[config.mk]
export PLATFORM = sky130hd
export DESIGN_NAME = saturn_jump_sequencer
export DESIGN_NICKNAME = d
export VERILOG_FILES = /design/src/rtl/saturn_jump_sequencer_pkg.sv /design/src/rtl/saturn_rstk.sv /design/src/rtl/saturn_jump_sequencer.sv
export SDC_FILE = /design/constraint.sdc
export NUM_CORES = 1
export LEC_CHECK = 0
export CAP_MARGIN = 10
export CORE_MARGIN = 2
export CORE_UTILIZATION = 30
export CTS_CLUSTER_DIAMETER = 80
export DETAILED_ROUTE_END_ITERATION = 10
export PLACE_DENSITY = 0.48
export SYNTH_ARGS = -nofsm -noshare
export SYNTH_HDL_FRONTEND = slang
export SYNTH_HIERARCHICAL = 1
export SYNTH_SLANG_ARGS = --single-unit
[constraint.sdc]
create_clock -name i_clk -period 4.49 [get_ports i_clk]
set_input_delay 1.1225 -clock i_clk [delete_from_list [all_inputs] [get_ports i_clk]]
set_output_delay 1.1225 -clock i_clk [all_outputs]
set_load 0.01 [all_outputs]
[src/rtl/saturn_jump_sequencer_pkg.sv]
// Shared definitions for the Saturn jump sequencer: decoder instruction types,
// jump length codes and sequencer state encoding.
package saturn_jump_sequencer_pkg;

  localparam logic [3:0] INSTR_TYPE_NOP  = 4'h0;
  localparam logic [3:0] INSTR_TYPE_ALU  = 4'h1;
  localparam logic [3:0] INSTR_TYPE_MEM  = 4'h2;
  localparam logic [3:0] INSTR_TYPE_JUMP = 4'h3;

  localparam logic [2:0] JUMP_LEN_REL = 3'd2;
  localparam logic [2:0] JUMP_LEN_ABS = 3'd4;

  typedef enum logic [1:0] {
    ST_IDLE    = 2'd0,
    ST_COLLECT = 2'd1,
    ST_COMMIT  = 2'd2
  } seq_state_t;

endpackage

[src/rtl/saturn_rstk.sv]
// Hardware return stack: circular LIFO that overwrites the oldest entry when a
// push arrives while full. Popping an empty stack is a no-op.
module saturn_rstk #(
  parameter int unsigned DEPTH = 8,
  parameter int unsigned W     = 20
) (
  input  logic                   clk,
  input  logic                   reset,
  input  logic                   push,
  input  logic                   pop,
  input  logic [W-1:0]           data,
  output logic [$clog2(DEPTH):0] depth,
  output logic [W-1:0]           top
);

  localparam int unsigned PW = $clog2(DEPTH);

  logic [W-1:0]  mem [DEPTH];
  logic [PW-1:0] ptr;
  logic [PW-1:0] top_ptr;
  logic [PW:0]   count;

  assign top_ptr = ptr - PW'(1);

  always_ff @(posedge clk) begin
    if (reset) begin
      mem   <= '{default: '0};
      ptr   <= '0;
      count <= '0;
    end else if (push) begin
      // ptr wraps naturally, so a full push lands on the oldest slot
      mem[ptr] <= data;
      ptr      <= ptr + PW'(1);
      if (count != (PW+1)'(DEPTH)) count <= count + (PW+1)'(1);
    end else if (pop && count != '0) begin
      ptr   <= top_ptr;
      count <= count - (PW+1)'(1);
    end
  end

  assign depth = count;
  assign top   = (count == '0) ? '0 : mem[top_ptr];

endmodule

[src/rtl/saturn_jump_sequencer.sv]
// Sequences jump instructions: gathers address nibbles, computes the relative or
// absolute target, strobes a PC load and manages the return stack.
module saturn_jump_sequencer
  import saturn_jump_sequencer_pkg::*;
#(
  parameter int unsigned RSTK_DEPTH = 8,
  parameter int unsigned ADDR_W     = 20
) (
  input  logic                        i_clk,
  input  logic                        i_reset,
  input  logic                        i_clk_en,
  input  logic [3:0]                  i_phases,
  input  logic                        i_bus_busy,
  input  logic [3:0]                  i_nibble,
  input  logic [3:0]                  i_instr_type,
  input  logic                        i_instr_execute,
  input  logic [2:0]                  i_jump_length,
  input  logic                        i_push_pc,
  input  logic [ADDR_W-1:0]           i_instr_pc,
  input  logic                        i_rtn_req,
  output logic                        o_load_pc,
  output logic [ADDR_W-1:0]           o_new_pc,
  output logic                        o_busy,
  output logic [$clog2(RSTK_DEPTH):0] o_rstk_depth,
  output logic [ADDR_W-1:0]           o_rstk_top,
  output logic                        o_error
);

  localparam int unsigned NIBS = ADDR_W / 4;

  seq_state_t        state, state_n;
  logic [2:0]        cnt, cnt_n, len, len_n;
  logic              push_q, push_n;
  logic [ADDR_W-1:0] acc, acc_n, base, base_n;
  logic [ADDR_W-1:0] new_pc, new_pc_n;
  logic              load_pc, load_n, error, error_n, busy;
  logic              rs_push, rs_pop;
  logic              en, jump_req;
  logic [1:0]        oplen;
  logic [ADDR_W-1:0] target_rel, ret_addr;
  logic              unused_phases;

  assign unused_phases = ^i_phases[1:0];

  assign en       = i_clk_en && !i_bus_busy;
  assign jump_req = i_phases[3] && i_instr_execute && (i_instr_type == INSTR_TYPE_JUMP);

  assign oplen      = (len == JUMP_LEN_REL) ? 2'd1 : 2'd2;
  assign target_rel = base + ADDR_W'(1) + {{(ADDR_W-12){acc[11]}}, acc[11:0]};
  assign ret_addr   = base + ADDR_W'(oplen) + ADDR_W'(len) + ADDR_W'(1);

  always_ff @(posedge i_clk) begin
    if (i_reset) begin
      state   <= ST_IDLE;
      cnt     <= '0;
      len     <= '0;
      push_q  <= 1'b0;
      acc     <= '0;
      base    <= '0;
      new_pc  <= '0;
      load_pc <= 1'b0;
      error   <= 1'b0;
      busy    <= 1'b0;
    end else begin
      state   <= state_n;
      cnt     <= cnt_n;
      len     <= len_n;
      push_q  <= push_n;
      acc     <= acc_n;
      base    <= base_n;
      new_pc  <= new_pc_n;
      load_pc <= load_n;
      error   <= error_n;
      busy    <= (state_n != ST_IDLE);
    end
  end

  // Next-state, datapath and stack control
  always_comb begin
    state_n  = state;
    cnt_n    = cnt;
    len_n    = len;
    push_n   = push_q;
    acc_n    = acc;
    base_n   = base;
    new_pc_n = new_pc;
    load_n   = i_clk_en ? 1'b0 : load_pc;
    error_n  = error;
    rs_push  = 1'b0;
    rs_pop   = 1'b0;
    if (en) begin
      if (state != ST_IDLE && (jump_req || i_rtn_req)) error_n = 1'b1;
      case (state)
        ST_IDLE: begin
          if (jump_req) begin
            state_n = ST_COLLECT;
            len_n   = i_jump_length;
            push_n  = i_push_pc;
            base_n  = i_instr_pc;
            cnt_n   = '0;
            acc_n   = '0;
          end else if (i_rtn_req) begin
            new_pc_n = o_rstk_top;
            load_n   = 1'b1;
            rs_pop   = 1'b1;
          end
        end
        ST_COLLECT: begin
          if (i_phases[2]) begin
            for (int unsigned k = 0; k < NIBS; k++) begin
              if (cnt == 3'(k)) acc_n[4*k +: 4] = i_nibble;
            end
            cnt_n = cnt + 3'd1;
            if (cnt == len) state_n = ST_COMMIT;
          end
        end
        ST_COMMIT: begin
          state_n = ST_IDLE;
          if (len == JUMP_LEN_REL || len == JUMP_LEN_ABS) begin
            new_pc_n = (len == JUMP_LEN_REL) ? target_rel : acc;
            load_n   = 1'b1;
            rs_push  = push_q;
          end else begin
            error_n = 1'b1;
          end
        end
        default: state_n = ST_IDLE;
      endcase
    end
  end

  saturn_rstk #(
    .DEPTH (RSTK_DEPTH),
    .W     (ADDR_W)
  ) u_rstk (
    .clk   (i_clk),
    .reset (i_reset),
    .push  (rs_push),
    .pop   (rs_pop),
    .data  (ret_addr),
    .depth (o_rstk_depth),
    .top   (o_rstk_top)
  );

  assign o_load_pc = load_pc;
  assign o_new_pc  = new_pc;
  assign o_busy    = busy;
  assign o_error   = error;

endmodule

==> results of run 1 <==
kinds of logic after synthesis:
kind of cell | after synthesis | share of synthesized area [%]
AND/OR/NAND/NOR | 632 | 22.00
XOR/XNOR | 46 | 3.350
adder cells (fa/ha/maj) | 38 | 4.204
AO/OA/AOI/OAI | 331 | 15.28
flip-flops | 239 | 39.79
buffers and inverters | 149 | 5.972
multiplexers | 63 | 9.406
worst register-to-register path: cells and delay by family, from the launching register on:
family	cells	cell delay, ps
buffers and inverters	3	360
AOI/OAI and AO/OA	4	570
xor gates and xnor gates	1	730
DFF	1	460
adders and majority gates	2	800
and+or+nand+nor	5	870
power by group through the flow:
| stage | combinational, W | sequential, W | clock [W] |
|---|---|---|---|
| floorplan | 0.0000516 | 0.00217 | 0 |
| global placement | 0.000113 | 0.00217 | 0 |
| detailed placement | 0.000113 | 0.00217 | 0 |
| CTS | 0.000113 | 0.00213 | 0.00233 |
| global route | 0.000121 | 0.00213 | 0.00241 |
| finish | 0.000112 | 0.00213 | 0.00228 |
cells in the mapped netlist, drive strengths merged, types with 24 or more instances:
cell type and instances:
buf 64, mux4 40, xnor2 31, ha 34
nor3 31, nor2 68, dfxtp 239, clkbuf 62
a21oi 250, nand2 458, o21ai 24
per-stage QoR:
step                      std cells  total power [W]  setup WS, ps
after floorplan                1498         0.002227          1140
after global placement         2030         0.002288         688.3
after detailed placement       2030         0.002288         672.9
after CTS                      2080         0.004568         214.2
after global routing           2080         0.004660         145.7
final                          2080         0.004522         236.6
final cells by class:
cell class,count,area (um^2)
inverters,23,86.33
fillers,4154,25390
clock buffers,46,839.6
repair buffers,133,1252
clock inverters,4,70.07
flip-flops and latches,239,4786
well taps,525,656.9
multi-input cells,1110,6558
metal layers:
metal  GRT usage, %  vias to the layer above  routed length (um)
met5              0                        -                   0
met4          5.357                        0                 983
met3          2.328                       65                1672
met2          31.80                      211               18720
met1          23.22                     5027               16830
li1               -                     5139                   -
registers in the layout, summed over array words and instances (netlist names):
name and flops:
u_rstk/mem 160, acc 20, base 20, o_new_pc 20, u_rstk/depth 4, cnt 3, len 3, u_rstk/ptr 3
state 2, o_busy 1, o_error 1, o_load_pc 1, push_q 1
worst paths after layout:
path / from / depth (start not counted) / slack, ps / to
hold reg to reg: u_rstk/mem[51] / 2 / 450 / u_rstk/mem[51]
setup / recovery: u_rstk/ptr[0] / 7 / 240 / o_rstk_top[18]
hold / removal: u_rstk/mem[51] / 2 / 450 / u_rstk/mem[51]
setup reg to reg: len[0] / 15 / 620 / u_rstk/mem[15]
==> results summary, run 1 <==
The number of flops mapped to enable cells by yosys came out at 0. The placed wire-length estimate came out at approximately 26,000 um. The biggest area contributor in the post-synthesis netlist is sky130_fd_sc_hd__dfxtp_1. The clock insertion delay at the later pin of the skew report came out at about 550 ps. The placeable core region came out at between 0.03 and 0.04 mm^2. Clock tree synthesis selected as its root buffer the cell sky130_fd_sc_hd__clkbuf_16. The final worst hold slack came out at between 400 and 500 ps. Setup repair after global routing left no endpoint under its margin. Of the total power, combinational logic draws approximately 2.5%. At the end of the flow the core is filled with cells to between 30% and 40%. The hold-fix buffer count after cts is 0. Max-cap violations in this run came to 0. The sum of buffers and inverters on the critical path came out at 3. The first global-routing pass estimated just under 60,000 um of wire.

Gates resized during post-CTS repair numbered 0. The analysis attributes to net switching a power of around 0.001 W. The kind of path behind the tightest hold check is flop to flop. The register area share after synthesis came out at between 30% and 40%. The routed length per placed instance came out at about 18 um. The data arrival at the endpoint of the critical path is between 3000 and 4000 ps.

The number of hold violations in the final report is 0. The cell leakage power came out at about 5 nW. The sequential fraction of design power is 47.1%. The total I/O pin count is slightly below 90.

The antenna cell count is 0. The floorplan die width is slightly above 200 um. The floorplan step set the die height to slightly above 200 um.

The final net count is around 1,600. The worst setup path is captured at an output port. The worst-case clock skew is ~13 ps.

Cells with a size suffix above 1 make up about a tenth of the layout. The minimum clock period is ~4300 ps. On the critical path the largest part of the delay comes from buffers and inverters. For this configuration, the core starts out at a cell density of between 30% and 40%. The row count came out at between 70 and 80. The count of endpoints failing setup in the final report came out at 0. In this run the cell area of the synthesized design comes to 0.01203 mm^2.

In this run the tightest slew margin relative to its limit is 37.62%. In the layout the commonest cells are sky130_fd_sc_hd__nand2_1 (458), sky130_fd_sc_hd__a21oi_1 (249), sky130_fd_sc_hd__dfxtp_1 (238), sky130_fd_sc_hd__clkdlybuf4s50_1 (85), sky130_fd_sc_hd__nor2_1 (66). The via count of the first global-routing pass is 9,978. The worst setup path is launched from a flop. Among all flip-flop cells after synthesis, the most frequent one is sky130_fd_sc_hd__dfxtp_1. In the global route stage, overall resource usage came out at a little under a fifth. IR analysis of the VDD net gives a maximum drop of between 200 and 300 uV. The final max-slew violation count came out at 0. The layout overhead on the synthesized area is 18.49%. The total number of vias came out at between 10,000 and 15,000. The maximum buffer depth of the clock tree came out at 3. The most common cell after layout, fill and taps aside is sky130_fd_sc_hd__nand2_1.

The part of the cycle the worst path needs is a little over nine tenths. The maximum single-stage delay on the critical path came out at roughly 660 ps. Summed over its instances, the top area cell type makes up between 30 and 40% of the synthesized netlist area. The number of H-tree levels came out at 1. The initial antenna violation count is 0. The maximum fanout encountered on the critical timing path came out at between 40 and 50. The run finished with clean final reports. The total clock sinks came out at 239. TritonCTS built the clock tree.

Dividing the synthesized area by the synthesized cell count gives 8.028 um^2. The critical-path cell with the highest stage delay is sky130_fd_sc_hd__clkdlybuf4s50_1. The number of routed nets with antenna violations came out at 0.

The internal power came out at between 0.003 and 0.004 W. The distinct cell type count of the synthesized netlist is between 60 and 70. The number of vias per cell after detailed routing is 5.020. Yosys attributes the largest share of cell area to sky130_fd_sc_hd__dfxtp_1 (40%), sky130_fd_sc_hd__nand2_1 (14%), sky130_fd_sc_hd__a21oi_1 (10%), sky130_fd_sc_hd__mux4_2 (7.5%), sky130_fd_sc_hd__ha_1 (3.5%). The count of mapped cells out of synthesis came out at approximately 1,500. Clock-pin slew was measured on the worst setup and hold paths at ~60 ps.

The number of setup buffers added after CTS came out at 0. The number of port buffers came out at 86. The routability congestion estimate from global placement is approximately 0.87. The Yosys step of the flow raised 6 warnings. The detailed router's first-iteration violation count came out at slightly above 600. For the pin with the worst max-slew slack, the measured transition is between 900 and 1000 ps. After routing, the total negative slack on setup checks comes to 0 ps.

The total overflow left after global routing is 0. The net count after synthesis came out at roughly 1,600. Wires add up to ~38,000 um. TritonCTS created 28 clock buffers. The signal on the critical path passes through inv_1, ha_2, buf_12, mux4_2, nand2_1, a21oi_1, clkdlybuf4s50_1. After routing the design area is about 0.014 mm^2.

The number of detailed-routing iterations run before antenna repair is 5. The standard cell area after detailed placement is 0.01334 mm^2. The die covers 0.04170 mm^2.

For this run, design rule violations remaining after detail routing come to 0. The data required time of the worst path came out at approximately 3400 ps. The number of storage elements in the synthesis netlist is approximately 240. Per report_power, the clock group accounts for between 50% and 60% of the total.

The kind of critical path is flop to output port. The net switching fraction of the power came out at between 20% and 30%. The maximum operating frequency came out at roughly 240 MHz. The power density over cell area came out at 317.4 mW/mm^2. The largest net degree at the start of global routing is a little under 100. Of all flip-flops after synthesis, the portion carrying an async set or reset was 0%.
No activity file was read; power rests on OpenSTA's default activity.
==> inputs of run 2 (changes only) <==
Settings changed: CELL_PAD_IN_SITES_DETAIL_PLACEMENT set to 0, CELL_PAD_IN_SITES_GLOBAL_PLACEMENT set to 1, PLACE_DENSITY 0.48 to 0.6.
==> results summary, run 2 (synthesis results as in run 1) <==
The sum of overflow across all layers after global routing was 0 (unchanged). The kind of path behind the tightest hold check is flop to flop (unchanged). The minimum clock period came out at 4239 ps (was 4253 ps). The maximum fanout encountered on the critical timing path came to 9 (was 42).

The destination of the worst hold path is o_error (was u_rstk/mem[51]). The kind of critical path is flop to output port (unchanged). The final-layout fill cell count came out at 4,074 (was 4,154). The normalized max-slew margin came out at 28.27% (was 37.62%). The sum of met3 wire segment lengths after detailed routing came to 1578 um (was 1672 um). The global-route wire length before repair came out at 62,370 um (was 58,880 um).

The power after layout came out at 0.004819 W (was 0.004522 W). The routed length per placed instance came out at 19.58 um (was 18.37 um). The number of flip-flops under the largest register name came out at 160 (unchanged). The worst slack at placement is 542.9 ps (was 672.9 ps). The layout overhead on the synthesized area came out at 20.53% (was 18.49%).

The final max-slew violation count came out at 0 (unchanged). The placeable core region came out at 0.03964 mm^2 (unchanged). The DRC violation count after routing came out at 0 (unchanged). The total number of vias came out at 10,450 (was 10,440). The nature of the critical path startpoint is a flop (unchanged). The number of routed nets with antenna violations is 0 (unchanged). The total area of multi-input combinational cells came to 0.006576 mm^2 (was 0.006558 mm^2).

The floorplan die width is 204.2 um (unchanged). The final critical-path setup slack came to 250.8 ps (was 236.6 ps). The worst vdd rail ir drop is 200.3 uV (was 263.7 uV). The final net count is 1,625 (was 1,615).

Setup repair after global routing missed its margin: false (unchanged). The launch instance of the worst min-delay path is o_error (was u_rstk/mem[51]). The placed wire-length estimate came out at 27,880 um (was 26,430 um).

The row count was 73 (unchanged). The number of vias per cell after detailed routing is 4.997 (was 5.020). The maximum buffer depth of the clock tree is 3 (unchanged). The share of cells above drive strength 1 came out at 10.66% (was 9.582%). The total I/O pin count came to 89 (unchanged).

The endpoint of the worst-slack reg-to-reg timing path is u_rstk/mem[19] (was u_rstk/mem[15]). The via count of the first global-routing pass came out at 10,390 (was 9,978). The worst-case clock skew is 18.74 ps (was 13.44 ps).

The detailed router's first-iteration violation count came out at 684 (was 610). Run status: complete, no violations (unchanged). The count of endpoints failing setup in the final report came out at 0 (unchanged). The total clock sinks came out at 239 (unchanged). The part of the cycle the worst path needs is 94.41% (was 94.73%). The data arrival at the endpoint of the critical path came out at 3120 ps (was 3130 ps). The final worst hold slack is 451.0 ps (was 450.9 ps). The largest net degree at the start of global routing was 80 (was 98). The final wirelength came out at 40,950 um (was 38,200 um).

The top register by number of flip-flops is u_rstk/mem (unchanged). The TritonCTS clock tree was built (unchanged). The hold-fix buffer count after cts came out at 0 (unchanged). The initial antenna violation count came out at 0 (unchanged). The global-route usage over all layers came out at 19.47% (was 18.15%). The number of detailed-routing iterations run before antenna repair was 5 (unchanged). The data required time of the worst path is 3370 ps (about the same). The total instance count after detailed placement came out at 2,039 (was 2,030). The most common cell after layout, fill and taps aside was sky130_fd_sc_hd__nand2_1 (unchanged). The detailed-route wire length on metal 1 came to 18,690 um (was 16,830 um). Commonest non-fill, non-tap cells in the layout: sky130_fd_sc_hd__nand2_1 (458), sky130_fd_sc_hd__a21oi_1 (249), sky130_fd_sc_hd__dfxtp_1 (238), sky130_fd_sc_hd__clkdlybuf4s50_1 (85), sky130_fd_sc_hd__nor2_1 (66) (unchanged). The clock input transition at the sequential cells of the worst setup and hold paths came out at 60 ps (about the same). The power density over cell area was 332.5 mW/mm^2 (was 317.4 mW/mm^2). The clock insertion delay at the later pin of the skew report came out at 550 ps (about the same). The kind of end point of the critical path is an output port (unchanged). The number of hold violations in the final report came to 0 (unchanged). The uppermost metal layer occupied by signal nets is met4 (unchanged). The number of port buffers came to 86 (unchanged). The setup total negative slack is 0 ps (unchanged). The cell leakage power is 4.998 nW (was 4.865 nW). The antenna cell count is 0 (unchanged). The transition time of the tightest slew-check pin is 1068 ps (was 929.1 ps). The number of stages on the worst hold path came to 2 (unchanged).

The sum of met2 wire segment lengths after detailed routing came to 19,820 um (was 18,720 um). The effective utilization at floorplan came out at 30.34% (unchanged). The die area is 0.04170 mm^2 (unchanged). The slack of the worst reg-to-reg path came out at 690 ps (was 620 ps). The sequential standard cell area is 0.004786 mm^2 (unchanged). The number of H-tree levels came out at 1 (unchanged). The routability congestion estimate from global placement was 0.8327 (was 0.8728). The die extent in y is 204.2 um (unchanged). The filler-free cell count of the finished design is 2,091 (was 2,080). The maximum operating frequency was 235.9 MHz (was 235.1 MHz). The library cell used as clock root buffer is sky130_fd_sc_hd__clkbuf_16 (unchanged). The number of maximum-capacitance violations is 0 (unchanged).

The reg-to-reg critical path startpoint is len[2] (was len[0]). The number of cells on the worst reg-to-reg path is 15 (unchanged). The number of CTS-inserted buffers is 29 (was 28).
-- run 2: final cells by class --
cell class	instances	area share, %
multi-input cells	1110	45.37
flip-flops and latches	239	33.02
repair buffers	142	9.280
clock buffers	39	5.542
well taps	525	4.532
clock inverters	13	1.657
inverters	23	0.5956
-- run 2: timing repair --
action                                  4_1_cts  5_1_grt
resized for setup                             1        0
setup buffers                                 0        0
endpoints found under the setup margin        3        0
-- run 2: worst max path at each step --
stage | start | to | slack [ps] | cells after the start
after floorplan | u_rstk/ptr[0] | o_rstk_top[13] | 1140 | 10
after global placement | u_rstk/ptr[0] | o_rstk_top[14] | 610 | 7
after detailed placement | u_rstk/ptr[0] | o_rstk_top[14] | 540 | 7
after CTS | u_rstk/ptr[0] | o_rstk_top[14] | 160 | 7
after global routing | u_rstk/ptr[0] | o_rstk_top[14] | 110 | 7
final | u_rstk/ptr[0] | o_rstk_top[14] | 250 | 7
-- run 2: critical path, cell delays in order, from the launching register on --
cell and delay (ps):
sky130_fd_sc_hd__dfxtp_2 330, sky130_fd_sc_hd__inv_1 80, sky130_fd_sc_hd__ha_2 280, sky130_fd_sc_hd__xor2_4 430, sky130_fd_sc_hd__buf_4 270, sky130_fd_sc_hd__nand2_1 60
sky130_fd_sc_hd__a21oi_1 470, sky130_fd_sc_hd__clkdlybuf4s50_1 640
-- run 2: power breakdown --
group	internal [W]	switching [W]	total, W
clock network	0.00164	0.000936	0.00258
logic	0.0000478	0.0000647	0.000112
registers	0.00212	0.00000305	0.00213
total	0.00382	0.00100	0.00482
-- run 2: stage by stage --
stage                     area [um^2]  util, %
final                           14490    36.56
after CTS                       14490    36.56
after detailed placement        13440    33.90
after global routing            14490    36.56
after global placement          13440    33.90
after floorplan                 12030        -
-- run 2: per-layer routing --
metal  track usage [%]  vias to the layer above
li1                  -                     5162
met3             2.423                       43
met5                 0                        -
met2             33.89                      191
met4             5.047                        0
met1             25.42                     5053
==> inputs of run 3 (changes only) <==
Settings changed: CTS_BUF_LIST set to sky130_fd_sc_hd__clkbuf_4.
==> results summary, run 3 (synthesis results as in run 1) <==
Run status: complete, no violations (unchanged). The routed length per placed instance is 19.24 um (was 19.58 um). The die area is 0.04170 mm^2 (unchanged). The part of the cycle the worst path needs came to 95.02% (was 94.41%).

The critical path launch point is u_rstk/ptr[0] (unchanged). The library cell used as clock root buffer is sky130_fd_sc_hd__clkbuf_4 (was sky130_fd_sc_hd__clkbuf_16). The power density over cell area was 292.4 mW/mm^2 (was 332.5 mW/mm^2).

The number of H-tree levels is 3 (was 1). The number of maximum-capacitance violations came to 0 (unchanged). The clock input transition at the sequential cells of the worst setup and hold paths is 60 ps (about the same). The standard cell area after detailed placement is 0.01344 mm^2 (unchanged). The total I/O pin count is 89 (unchanged). Commonest non-fill, non-tap cells in the layout: sky130_fd_sc_hd__nand2_1 (458), sky130_fd_sc_hd__a21oi_1 (246), sky130_fd_sc_hd__dfxtp_1 (238), sky130_fd_sc_hd__clkbuf_4 (99), sky130_fd_sc_hd__clkdlybuf4s50_1 (85) (was sky130_fd_sc_hd__nand2_1 (458), sky130_fd_sc_hd__a21oi_1 (249), sky130_fd_sc_hd__dfxtp_1 (238), sky130_fd_sc_hd__clkdlybuf4s50_1 (85), sky130_fd_sc_hd__nor2_1 (66)).

The global-route usage over all layers is 19.97% (was 19.47%). The number of vias per cell after detailed routing is 5.018 (was 4.997). The nature of the critical path startpoint is a flop (unchanged). The most common cell after layout, fill and taps aside is sky130_fd_sc_hd__nand2_1 (unchanged). The design area is 0.01426 mm^2 (was 0.01449 mm^2). The initial antenna violation count came out at 1 (was 0). The number of port buffers is 86 (unchanged). The destination of the critical timing path is o_rstk_top[19] (was o_rstk_top[14]). The data required time of the worst path came out at 3370 ps (about the same).

The DRC violation count after routing came out at 0 (unchanged). The worst-case clock skew is 55.74 ps (was 18.74 ps). The number of routed nets with antenna violations came out at 0 (unchanged).

The clock insertion delay at the later pin of the skew report came to 720 ps (was 550 ps). The detailed router's first-iteration violation count is 665 (was 684). The sum of overflow across all layers after global routing came out at 0 (unchanged). The layout overhead on the synthesized area came to 18.62% (was 20.53%).

The global-route wire length before repair was 63,170 um (was 62,370 um). The number of flip-flops under the largest register name is 160 (unchanged). The proportion of power drawn by combinational gates is 2.7% (was 2.3%). The switching power came out at 0.001003 W (about the same). The number of CTS-inserted buffers came out at 74 (was 29). The cell leakage power is 4.970 nW (was 4.998 nW). Setup repair after global routing missed its margin: false (unchanged). The endpoint of the worst-slack reg-to-reg timing path is u_rstk/mem[99] (was u_rstk/mem[19]). The kind of end point of the critical path is an output port (unchanged). The data arrival at the endpoint of the critical path came to 3140 ps (was 3120 ps). The final max-slew violation count is 0 (unchanged). The maximum buffer depth of the clock tree came out at 3 (unchanged). The sequential fraction of design power came out at 51.0% (was 44.1%). The kind of path behind the tightest hold check is flop to flop (unchanged).

The top register by number of flip-flops was u_rstk/mem (unchanged). The maximum operating frequency is 234.4 MHz (was 235.9 MHz). The number of cells on the worst reg-to-reg path came to 14 (was 15). The net switching fraction of the power is 24.06% (was 20.82%). The clock share of power came out at 46.3% (was 53.5%). The maximum fanout encountered on the critical timing path is 27 (was 9).

The count of endpoints failing setup in the final report came to 0 (unchanged). The TritonCTS clock tree was built (unchanged). The effective utilization at floorplan is 30.34% (unchanged). The placed wire-length estimate is 27,880 um (unchanged). The kind of critical path is flop to output port (unchanged). The die extent in y came out at 204.2 um (unchanged). The share of cells above drive strength 1 came out at 13.92% (was 10.66%). The slack of the worst reg-to-reg path came to 710 ps (was 690 ps). The row count came out at 73 (unchanged). The final net count came out at 1,671 (was 1,625). The via count of the first global-routing pass is 10,830 (was 10,390). The total clock sinks came out at 239 (unchanged). The placeable core region came out at 0.03964 mm^2 (unchanged).

The floorplan die width is 204.2 um (unchanged). The total number of vias is 10,790 (was 10,450). The normalized max-slew margin is 24.01% (was 28.27%). The final wirelength is 41,380 um (was 40,950 um).

The number of hold violations in the final report is 0 (unchanged). The setup total negative slack was 0 ps (unchanged). The largest net degree at the start of global routing is 80 (unchanged).

The minimum clock period is 4266 ps (was 4239 ps). The number of detailed-routing iterations run before antenna repair is 6 (was 5). The routability congestion estimate from global placement came out at 0.8327 (unchanged). The reg-to-reg critical path startpoint is len[1] (was len[2]). The internal power is 0.003168 W (was 0.003816 W). The transition time of the tightest slew-check pin is 1132 ps (was 1068 ps).

The worst vdd rail ir drop came out at 115.7 uV (was 200.3 uV).
==> run 3: cell types whose count changed in the layout (fill, tap and decap cells not counted), sizes merged <==
cell and change:
bufinv -7, buf +1, diode +1, clkinv +2, inv +2, clkbuf +60
==> run 3: how the worst min path moves through the flow <==
stage | startpoint | endpoint | slack (ps) | cells past startpoint
2_1_floorplan | u_rstk/mem[115] | u_rstk/mem[115] | 430 | 2
3_3_place_gp | o_error | o_error | 440 | 2
3_5_place_dp | u_rstk/mem[126] | u_rstk/mem[126] | 440 | 2
4_1_cts | u_rstk/mem[126] | u_rstk/mem[126] | 450 | 2
5_1_grt | u_rstk/mem[71] | u_rstk/mem[71] | 470 | 2
6_report | u_rstk/mem[122] | u_rstk/mem[122] | 450 | 2
==> run 3: what timing repair did <==
item	CTS	global route
setup endpoints to repair	18	2
hold endpoints to repair	0	0
buffers inserted	0	1
hold buffers	0	0
gates cloned	0	0
resized for setup	3	1
==> run 3: per-stage QoR <==
step                std cells  hold slack (ps)  util (%)  power (W)  worst slack (ps)
floorplan                1498            433.1         -   0.002227              1140
global placement         2039            438.6     33.90   0.002286             613.2
detailed placement       2039            444.7     33.90   0.002287             542.9
CTS                      2148            452.2     35.92   0.004250             20.60
global route             2150            465.8     35.99   0.004373             29.88
finish                   2150            450.7     35.99   0.004171             223.6
==> run 3: power groups by stage <==
stage / sequential [W] / clock [W] / combinational (W)
finish: 0.00213 / 0.00193 / 0.000112
global route: 0.00213 / 0.00213 / 0.000121
CTS: 0.00213 / 0.00201 / 0.000113
detailed placement: 0.00217 / 0 / 0.000113
global placement: 0.00217 / 0 / 0.000112
floorplan: 0.00217 / 0 / 0.0000516
==> run 3: area by class of cell <==
type                    count  area, um^2
clock inverters            10       37.54
inverters                  23       86.33
clock buffers              99       743.2
fillers                  4133       25380
well taps                 525       656.9
flip-flops and latches    239        4786
repair buffers            143        1365
multi-input cells        1110        6588
diodes                      1       2.502
==> run 3: worst max-delay path, cell delays in order (launching register included) <==
cell	delay, ps
sky130_fd_sc_hd__dfxtp_2	350
sky130_fd_sc_hd__inv_1	70
sky130_fd_sc_hd__ha_2	370
sky130_fd_sc_hd__buf_12	230
sky130_fd_sc_hd__mux4_2	230
sky130_fd_sc_hd__nand2_1	60
sky130_fd_sc_hd__a21oi_1	480
sky130_fd_sc_hd__clkdlybuf4s50_1	650
==> run 3: per-layer routing <==
layer  GRT usage (%)  routed length, um
met1           24.93              18430
met2           33.83              19630
met3           3.874               2185
met4           7.867               1129
met5               0                  0
